--- config.mk ---
export PLATFORM = sky130hd
export DESIGN_NAME = tcp_header_parser_flat
export DESIGN_NICKNAME = d
export VERILOG_FILES = /design/src/rtl/tcp_header_parser_if.sv /design/src/rtl/tcp_header_parser.sv /design/src/flat_wrapper.sv
export SDC_FILE = /design/constraint.sdc
export NUM_CORES = 1
export LEC_CHECK = 0
export BUFFER_PORTS_ARGS = -buffer_cell sky130_fd_sc_hd__buf_2
export CORE_ASPECT_RATIO = 1.4
export CORE_MARGIN = 5
export CORE_UTILIZATION = 58
export DETAILED_ROUTE_END_ITERATION = 16
export PLACE_DENSITY = 0.86
export SYNTH_ARGS = -nofsm -noshare
export SYNTH_HDL_FRONTEND = slang
export SYNTH_SLANG_ARGS = --single-unit
--- constraint.sdc ---
create_clock -name clk -period 6 [get_ports clk]
set_input_delay 0.3 -clock clk [delete_from_list [all_inputs] [get_ports clk]]
set_output_delay 0.3 -clock clk [all_outputs]
set_load 0.05 [all_outputs]
--- src/rtl/tcp_header_parser_if.sv ---
// Stream and metadata bundle between the IPv4 handler, the TCP header parser,
// the payload consumer and the connection controller.
interface tcp_header_parser_if #(
   parameter int DATA_WIDTH = 8
);
   logic [DATA_WIDTH-1:0] s_axis_tdata;
   logic                  s_axis_tvalid;
   logic                  s_axis_tready;
   logic                  s_axis_tlast;
   logic [DATA_WIDTH-1:0] m_axis_tdata;
   logic                  m_axis_tvalid;
   logic                  m_axis_tready;
   logic                  m_axis_tlast;
   logic                  meta_valid;
   logic                  meta_ready;
   logic [15:0]           meta_src_port;
   logic [15:0]           meta_dst_port;
   logic [31:0]           meta_seq;
   logic [31:0]           meta_ack;
   logic [7:0]            meta_flags;
   logic [15:0]           meta_window;
   logic [5:0]            meta_hdr_len;
   logic [15:0]           meta_payload_len;
   logic                  meta_hdr_err;

   modport slave (
      input  s_axis_tdata, s_axis_tvalid, s_axis_tlast, m_axis_tready, meta_ready,
      output s_axis_tready, m_axis_tdata, m_axis_tvalid, m_axis_tlast, meta_valid,
             meta_src_port, meta_dst_port, meta_seq, meta_ack, meta_flags,
             meta_window, meta_hdr_len, meta_payload_len, meta_hdr_err
   );

   modport master (
      output s_axis_tdata, s_axis_tvalid, s_axis_tlast, m_axis_tready, meta_ready,
      input  s_axis_tready, m_axis_tdata, m_axis_tvalid, m_axis_tlast, meta_valid,
             meta_src_port, meta_dst_port, meta_seq, meta_ack, meta_flags,
             meta_window, meta_hdr_len, meta_payload_len, meta_hdr_err
   );
endinterface

--- src/rtl/tcp_header_parser.sv ---
// Parses a TCP header from a byte stream, forwards only the payload and
// publishes one metadata record per segment.
module tcp_header_parser #(
   parameter int DATA_WIDTH = 8,
   parameter int MIN_DOFF   = 5
) (
   input  logic clk,
   input  logic rst_n,
   tcp_header_parser_if.slave bus
);
   typedef enum logic [2:0] {S_HDR, S_OPT, S_PAY, S_DROP, S_META} state_t;

   localparam logic [3:0] BASE_DOFF = 4'd5;

   state_t                state_q;
   logic                  run_q;
   logic [5:0]            off_q;
   logic [15:0]           src_q, dst_q, win_q, plen_q;
   logic [31:0]           seq_q, ack_q;
   logic [3:0]            doff_q;
   logic [7:0]            flags_q;
   logic                  err_q;
   logic [DATA_WIDTH-1:0] mdata_q;
   logic                  mvld_q, mlast_q, meta_vld_q;

   logic       s_rdy, xfer, last;
   logic [7:0] din;
   logic [5:0] hlen;

   assign din  = bus.s_axis_tdata[7:0];
   assign last = bus.s_axis_tlast;
   assign hlen = {doff_q, 2'b00};

   // run_q keeps tready low while in reset so every output reads 0 there.
   always_comb begin
      s_rdy = 1'b0;
      case (state_q)
         S_HDR, S_OPT, S_DROP: s_rdy = run_q;
         S_PAY:                s_rdy = run_q && (!mvld_q || bus.m_axis_tready);
         default:              s_rdy = 1'b0;
      endcase
   end
   assign xfer = s_rdy && bus.s_axis_tvalid;

   always_ff @(posedge clk or negedge rst_n) begin
      if (!rst_n) begin
         state_q    <= S_HDR;
         run_q      <= 1'b0;
         off_q      <= '0;
         src_q      <= '0;
         dst_q      <= '0;
         seq_q      <= '0;
         ack_q      <= '0;
         doff_q     <= '0;
         flags_q    <= '0;
         win_q      <= '0;
         plen_q     <= '0;
         err_q      <= 1'b0;
         mdata_q    <= '0;
         mvld_q     <= 1'b0;
         mlast_q    <= 1'b0;
         meta_vld_q <= 1'b0;
      end else begin
         run_q <= 1'b1;
         if (mvld_q && bus.m_axis_tready) mvld_q <= 1'b0;
         case (state_q)
            S_HDR: if (xfer) begin
               off_q <= off_q + 6'd1;
               case (off_q)
                  6'd0:  src_q[15:8]   <= din;
                  6'd1:  src_q[7:0]    <= din;
                  6'd2:  dst_q[15:8]   <= din;
                  6'd3:  dst_q[7:0]    <= din;
                  6'd4:  seq_q[31:24]  <= din;
                  6'd5:  seq_q[23:16]  <= din;
                  6'd6:  seq_q[15:8]   <= din;
                  6'd7:  seq_q[7:0]    <= din;
                  6'd8:  ack_q[31:24]  <= din;
                  6'd9:  ack_q[23:16]  <= din;
                  6'd10: ack_q[15:8]   <= din;
                  6'd11: ack_q[7:0]    <= din;
                  6'd12: doff_q        <= din[7:4];
                  6'd13: flags_q       <= din;
                  6'd14: win_q[15:8]   <= din;
                  6'd15: win_q[7:0]    <= din;
                  default: ;
               endcase
               if (off_q == 6'd12 && din[7:4] < 4'(MIN_DOFF)) begin
                  err_q   <= 1'b1;
                  state_q <= last ? S_META : S_DROP;
               end else if (last) begin
                  // A segment ending at byte 19 is only legal without options.
                  if (off_q != 6'd19 || doff_q != BASE_DOFF) err_q <= 1'b1;
                  state_q <= S_META;
               end else if (off_q == 6'd19) begin
                  state_q <= (doff_q == BASE_DOFF) ? S_PAY : S_OPT;
               end
            end
            S_OPT: if (xfer) begin
               off_q <= off_q + 6'd1;
               if (off_q == hlen - 6'd1) begin
                  state_q <= last ? S_META : S_PAY;
               end else if (last) begin
                  err_q   <= 1'b1;
                  state_q <= S_META;
               end
            end
            S_PAY: if (xfer) begin
               mdata_q <= bus.s_axis_tdata;
               mlast_q <= last;
               mvld_q  <= 1'b1;
               if (plen_q != 16'hFFFF) plen_q <= plen_q + 16'd1;
               if (last) state_q <= S_META;
            end
            S_DROP: if (xfer && last) state_q <= S_META;
            S_META: begin
               if (meta_vld_q && bus.meta_ready) begin
                  meta_vld_q <= 1'b0;
                  state_q    <= S_HDR;
                  off_q      <= '0;
                  src_q      <= '0;
                  dst_q      <= '0;
                  seq_q      <= '0;
                  ack_q      <= '0;
                  doff_q     <= '0;
                  flags_q    <= '0;
                  win_q      <= '0;
                  plen_q     <= '0;
                  err_q      <= 1'b0;
               end else if (!mvld_q || bus.m_axis_tready) begin
                  // Drain: record appears only once the last payload beat is gone.
                  meta_vld_q <= 1'b1;
               end
            end
            default: state_q <= S_HDR;
         endcase
      end
   end

   assign bus.s_axis_tready    = s_rdy;
   assign bus.m_axis_tdata     = mdata_q;
   assign bus.m_axis_tvalid    = mvld_q;
   assign bus.m_axis_tlast     = mlast_q;
   assign bus.meta_valid       = meta_vld_q;
   assign bus.meta_src_port    = src_q;
   assign bus.meta_dst_port    = dst_q;
   assign bus.meta_seq         = seq_q;
   assign bus.meta_ack         = ack_q;
   assign bus.meta_flags       = flags_q;
   assign bus.meta_window      = win_q;
   assign bus.meta_hdr_len     = hlen;
   assign bus.meta_payload_len = plen_q;
   assign bus.meta_hdr_err     = err_q;
endmodule
--- src/flat_wrapper.sv ---
// flat-port wrapper written by rule: the top's interface ports become plain ports
module tcp_header_parser_flat 
#(
   parameter int DATA_WIDTH = 8,
   parameter int MIN_DOFF   = 5
)
  (clk, rst_n, bus_s_axis_tdata, bus_s_axis_tvalid, bus_s_axis_tlast, bus_m_axis_tready, bus_meta_ready, bus_s_axis_tready, bus_m_axis_tdata, bus_m_axis_tvalid, bus_m_axis_tlast, bus_meta_valid, bus_meta_src_port, bus_meta_dst_port, bus_meta_seq, bus_meta_ack, bus_meta_flags, bus_meta_window, bus_meta_hdr_len, bus_meta_payload_len, bus_meta_hdr_err);
  tcp_header_parser_if #(.DATA_WIDTH(DATA_WIDTH)) bus_i ();
  input  logic clk;
  input  logic rst_n;
  input wire logic [$bits(bus_i.s_axis_tdata)-1:0] bus_s_axis_tdata;
  input wire logic [$bits(bus_i.s_axis_tvalid)-1:0] bus_s_axis_tvalid;
  input wire logic [$bits(bus_i.s_axis_tlast)-1:0] bus_s_axis_tlast;
  input wire logic [$bits(bus_i.m_axis_tready)-1:0] bus_m_axis_tready;
  input wire logic [$bits(bus_i.meta_ready)-1:0] bus_meta_ready;
  output wire logic [$bits(bus_i.s_axis_tready)-1:0] bus_s_axis_tready;
  output wire logic [$bits(bus_i.m_axis_tdata)-1:0] bus_m_axis_tdata;
  output wire logic [$bits(bus_i.m_axis_tvalid)-1:0] bus_m_axis_tvalid;
  output wire logic [$bits(bus_i.m_axis_tlast)-1:0] bus_m_axis_tlast;
  output wire logic [$bits(bus_i.meta_valid)-1:0] bus_meta_valid;
  output wire logic [$bits(bus_i.meta_src_port)-1:0] bus_meta_src_port;
  output wire logic [$bits(bus_i.meta_dst_port)-1:0] bus_meta_dst_port;
  output wire logic [$bits(bus_i.meta_seq)-1:0] bus_meta_seq;
  output wire logic [$bits(bus_i.meta_ack)-1:0] bus_meta_ack;
  output wire logic [$bits(bus_i.meta_flags)-1:0] bus_meta_flags;
  output wire logic [$bits(bus_i.meta_window)-1:0] bus_meta_window;
  output wire logic [$bits(bus_i.meta_hdr_len)-1:0] bus_meta_hdr_len;
  output wire logic [$bits(bus_i.meta_payload_len)-1:0] bus_meta_payload_len;
  output wire logic [$bits(bus_i.meta_hdr_err)-1:0] bus_meta_hdr_err;
  assign bus_i.s_axis_tdata = bus_s_axis_tdata;
  assign bus_i.s_axis_tvalid = bus_s_axis_tvalid;
  assign bus_i.s_axis_tlast = bus_s_axis_tlast;
  assign bus_i.m_axis_tready = bus_m_axis_tready;
  assign bus_i.meta_ready = bus_meta_ready;
  assign bus_s_axis_tready = bus_i.s_axis_tready;
  assign bus_m_axis_tdata = bus_i.m_axis_tdata;
  assign bus_m_axis_tvalid = bus_i.m_axis_tvalid;
  assign bus_m_axis_tlast = bus_i.m_axis_tlast;
  assign bus_meta_valid = bus_i.meta_valid;
  assign bus_meta_src_port = bus_i.meta_src_port;
  assign bus_meta_dst_port = bus_i.meta_dst_port;
  assign bus_meta_seq = bus_i.meta_seq;
  assign bus_meta_ack = bus_i.meta_ack;
  assign bus_meta_flags = bus_i.meta_flags;
  assign bus_meta_window = bus_i.meta_window;
  assign bus_meta_hdr_len = bus_i.meta_hdr_len;
  assign bus_meta_payload_len = bus_i.meta_payload_len;
  assign bus_meta_hdr_err = bus_i.meta_hdr_err;
  tcp_header_parser #(.DATA_WIDTH(DATA_WIDTH), .MIN_DOFF(MIN_DOFF)) u_core (.clk(clk), .rst_n(rst_n), .bus(bus_i));
endmodule
==> results by group <==
Place
  – Half-perimeter wire length after placement: 12.4 mm
  – Post-place instance area: between 7000 and 8000 sq um
  – Cell count after placement: 834
  – Pre-CTS worst setup slack: 3140 ps
  – Final weighted congestion of routability-driven global placement: 0.852
  – IO buf count: 166

Global route
  – Global-route wire length before repair: 27.7 mm
  – Number of antenna violations at the first check in global routing: 0
  – Pin count of the biggest net entering global routing: 89
  – Congestion Overflow GR: 0
  – Combined global-route utilization of all metal layers: 25.0%
  – Number of global-route vias before repair: 5267

STA
  – Final worst slack: 3070 ps
  – Final Hold Fails: 0
  – Worst relative slew slack: 8.30%
  – Worst-margin pin slew: 1370 ps
  – Timing-limited maximum frequency: about 340 MHz
  – # setup viols final: 0
  – Max Clock Skew: 10.2 ps
  – Number of max-slew violations in the final report: 0
  – Post-layout minimum cycle time: slightly below 3000 ps
  – Setup TNS after final layout: 0 ps
  – Final clock period utilization by the worst path: about half
  – Unrepaired setup endpoints after global routing: no

Clock network
  – Cts bufs inserted: 17
  – CTS tree: yes
  – Deepest clock path buffer count: 2
  – Clock transition at the register clock pins on the worst setup and hold paths after CTS: 60 ps
  – H-tree depth: 4
  – Master cell of the clock root buffer: sky130_fd_sc_hd__clkbuf_16
  – Clock Latency Late Sink: 410 ps
  – Total number of clock tree sinks: about 160

Layout
  – Most frequent cells in the layout: sky130_fd_sc_hd__buf_2 (165), sky130_fd_sc_hd__dfrtp_1 (162), sky130_fd_sc_hd__mux2_2 (130)
  – Cell area after layout: 8570 sq um
  – Post-layout instance count excluding filler cells: 866
  – Syn-to-layout area delta: 22.6%
  – Fraction of final layout cells sized beyond drive strength 1: between 40% and 50%
  – Antenna diode instance count: 0
  – Most common cell after layout, fill and taps aside: sky130_fd_sc_hd__buf_2
  – Nets@finish: 728

Worst setup path
  – Worst reg-to-reg setup slack: 3070 ps
  – Buffer and inverter count on the worst path: 1
  – Critical-path maximum fanout: 18
  – Largest incremental delay on the critical path: roughly 660 ps
  – Cell depth of the worst flop-to-flop path: 6
  – Startpoint kind of the worst setup timing path: flop
  – Logic depth of the worst setup path including buffers: 6
  – Beginning of the worst register-to-register path: u_core.state_q[2]$_DFFE_PN0P_
  – Req. time, crit path: approximately 6300 ps
  – Type of the worst setup path: reg2reg
  – Crit path arrival time: 3220 ps
  – Cell at the slowest stage of the critical path: sky130_fd_sc_hd__and3_1
  – Destination of the worst register-to-register timing path: u_core.bus.meta_dst_port[13]$_DFFE_PN0P_
  – CP endpoint kind: flop
  – Kind of cell adding the most delay to the critical path: simple AND/OR/NAND/NOR gates
  – Critical-path cell list: nor3b_1 > buf_4 > and3_1 > a21oi_1 > a21oi_2 > mux2_2

Route
  – Avg WL per Cell: 20.4 um
  – Remaining routing DRC violations: 0
  – Vias per Instance: around 5.9
  – Total length of routed wires: between 15 and 20 mm
  – Via count of the routed design: 5110
  – DR pass1 iterations: 6
  – Number of nets with antenna violations after routing: 0
  – DR iter-0 viols: around 340

Run
  – Maxcap violations: 0

Yosys
  – Number of warnings printed during yosys synthesis: 0
  – Fraction of registers with async set or reset after synthesis: 100%
  – Count of unique library cells instantiated by Yosys: 55
  – Synth top area cells: sky130_fd_sc_hd__dfrtp_1 (58%), sky130_fd_sc_hd__mux2_2 (21%), sky130_fd_sc_hd__nand2_1 (1.9%), sky130_fd_sc_hd__o21ai_0 (1.5%), sky130_fd_sc_hd__ha_1 (1.3%)
  – Synthesized cell area: around 7000 sq um
  – Synth Register Bits: around 160
  – Part of the Yosys area used for sequential elements: between 50 and 60%
  – Syn_area_per_cell: between 10 and 15 sq um
  – Number of cells produced by synthesis: 538
  – Leading register cell type out of synthesis: sky130_fd_sc_hd__dfrtp_1
  – Post-synth top area share: 58.0%
  – Cell taking the most area after synthesis: sky130_fd_sc_hd__dfrtp_1
  – Number of flops mapped to enable cells by yosys: 0

Floorplanning
  – Top Ports: 169
  – Chip height: 140 um
  – Std cell rows: 47
  – X dimension of the die: 103 um
  – Area of the core: 11800 sq um
  – Starting density of the core: between 50% and 60%
  – Die Area: 14400 sq um

Hold path
  – Worst hold start: bus_s_axis_tdata[0]
  – Classification of the worst-slack hold path: in2reg
  – Hold path cells: 2
  – Worst Hold End: u_core.bus.m_axis_tdata[0]$_DFFE_PN0P_

Outcome
  – Run status: completed
## synthesized netlist by cell type, drive strengths merged (2+ instances only)
master,n
or3b,3
inv,8
mux2,133
o21a,2
nor3,7
and3,4
o21ai,21
nor2,16
nor2b,10
or4,5
o31ai,8
nand2b,4
nand3b,2
a21oi,16
xnor2,2
clkbuf,16
dfrtp,162
o31a,2
nand3,14
xor2,9
buf,9
o41ai,2
nand2,35
a21o,2
nor4,4
or3,7
nand4b,2
conb,2
nand4,5
ha,7
mux2i,3
## cell type report
type | count | area [sq um]
fill | 821 | 3250
clock inverter | 11 | 153
timing repair buffer | 174 | 900
multi-input combinational | 344 | 2810
sequential | 162 | 4050
inverter | 8 | 30.0
tap | 147 | 184
clock buffer | 20 | 447
## worst max-delay path by stage
stage / start / to
floorplan: u_core.bus.meta_payload_len[0]$_DFFE_PN0P_ / u_core.bus.meta_payload_len[4]$_DFFE_PN0P_
global placement: u_core.state_q[2]$_DFFE_PN0P_ / u_core.bus.meta_dst_port[10]$_DFFE_PN0P_
detailed placement: u_core.state_q[2]$_DFFE_PN0P_ / u_core.bus.meta_dst_port[13]$_DFFE_PN0P_
CTS: u_core.state_q[2]$_DFFE_PN0P_ / u_core.bus.meta_dst_port[13]$_DFFE_PN0P_
global route: u_core.state_q[2]$_DFFE_PN0P_ / u_core.bus.meta_dst_port[13]$_DFFE_PN0P_
finish: u_core.state_q[2]$_DFFE_PN0P_ / u_core.bus.meta_dst_port[13]$_DFFE_PN0P_
## sequential cells by signal, indices dropped and copies added, names as in the netlist, 3 cells and up
signal and flops:
u_core.bus.meta_payload_len 16, u_core.bus.m_axis_tdata 8, u_core.off_q 6, u_core.doff_q 4
u_core.bus.meta_seq 32, u_core.bus.meta_window 16, u_core.bus.meta_dst_port 16, u_core.bus.meta_flags 8
u_core.bus.meta_ack 32, u_core.bus.meta_src_port 16, u_core.state_q 3
## cell families (layout without fill, tap and decap cells)
| kind of cell | count (synthesis) | in the layout | share of synthesized area, % |
|---|---|---|---|
| XOR/XNOR | 11 | 11 | 1.38 |
| buffers and inverters | 33 | 213 | 1.99 |
| other | 2 | 3 | 0.107 |
| multiplexers | 136 | 136 | 21.8 |
| flip-flops | 162 | 162 | 58.0 |
| AND/OR/NAND/NOR | 124 | 124 | 9.57 |
| AO/OA/AOI/OAI | 63 | 63 | 5.92 |
| adder cells (fa/ha/maj) | 7 | 7 | 1.25 |
## layer usage
layer / GRT usage [%] / vias to the layer above / part of all wire, % / wire length, um
met2: 43.3 / 234 / 53 / 9390
met1: 30.0 / 2562 / 36 / 6390
li1: - / 2272 / - / -
met3: 5.92 / 42 / 8.0 / 1420
met5: 0 / - / 0 / 0
met4: 8.73 / 0 / 2.4 / 428
## per-stage QoR
step                      utilization, %  hold WS [ps]
after CTS                           72.5           139
after floorplan                        -          4.41
after global placement              67.4           404
after global routing                72.5           132
final                               72.5           152
after detailed placement            67.4           410
## what timing repair did
item / in CTS / in global routing
hold buffers: 1 / 0
buffers inserted: 0 / 0
resized for setup: 0 / 0
hold endpoints to repair: 87 / 0
Power is not shown: default switching activity piles up to over one toggle a cycle in this logic, so the estimate is an artifact.
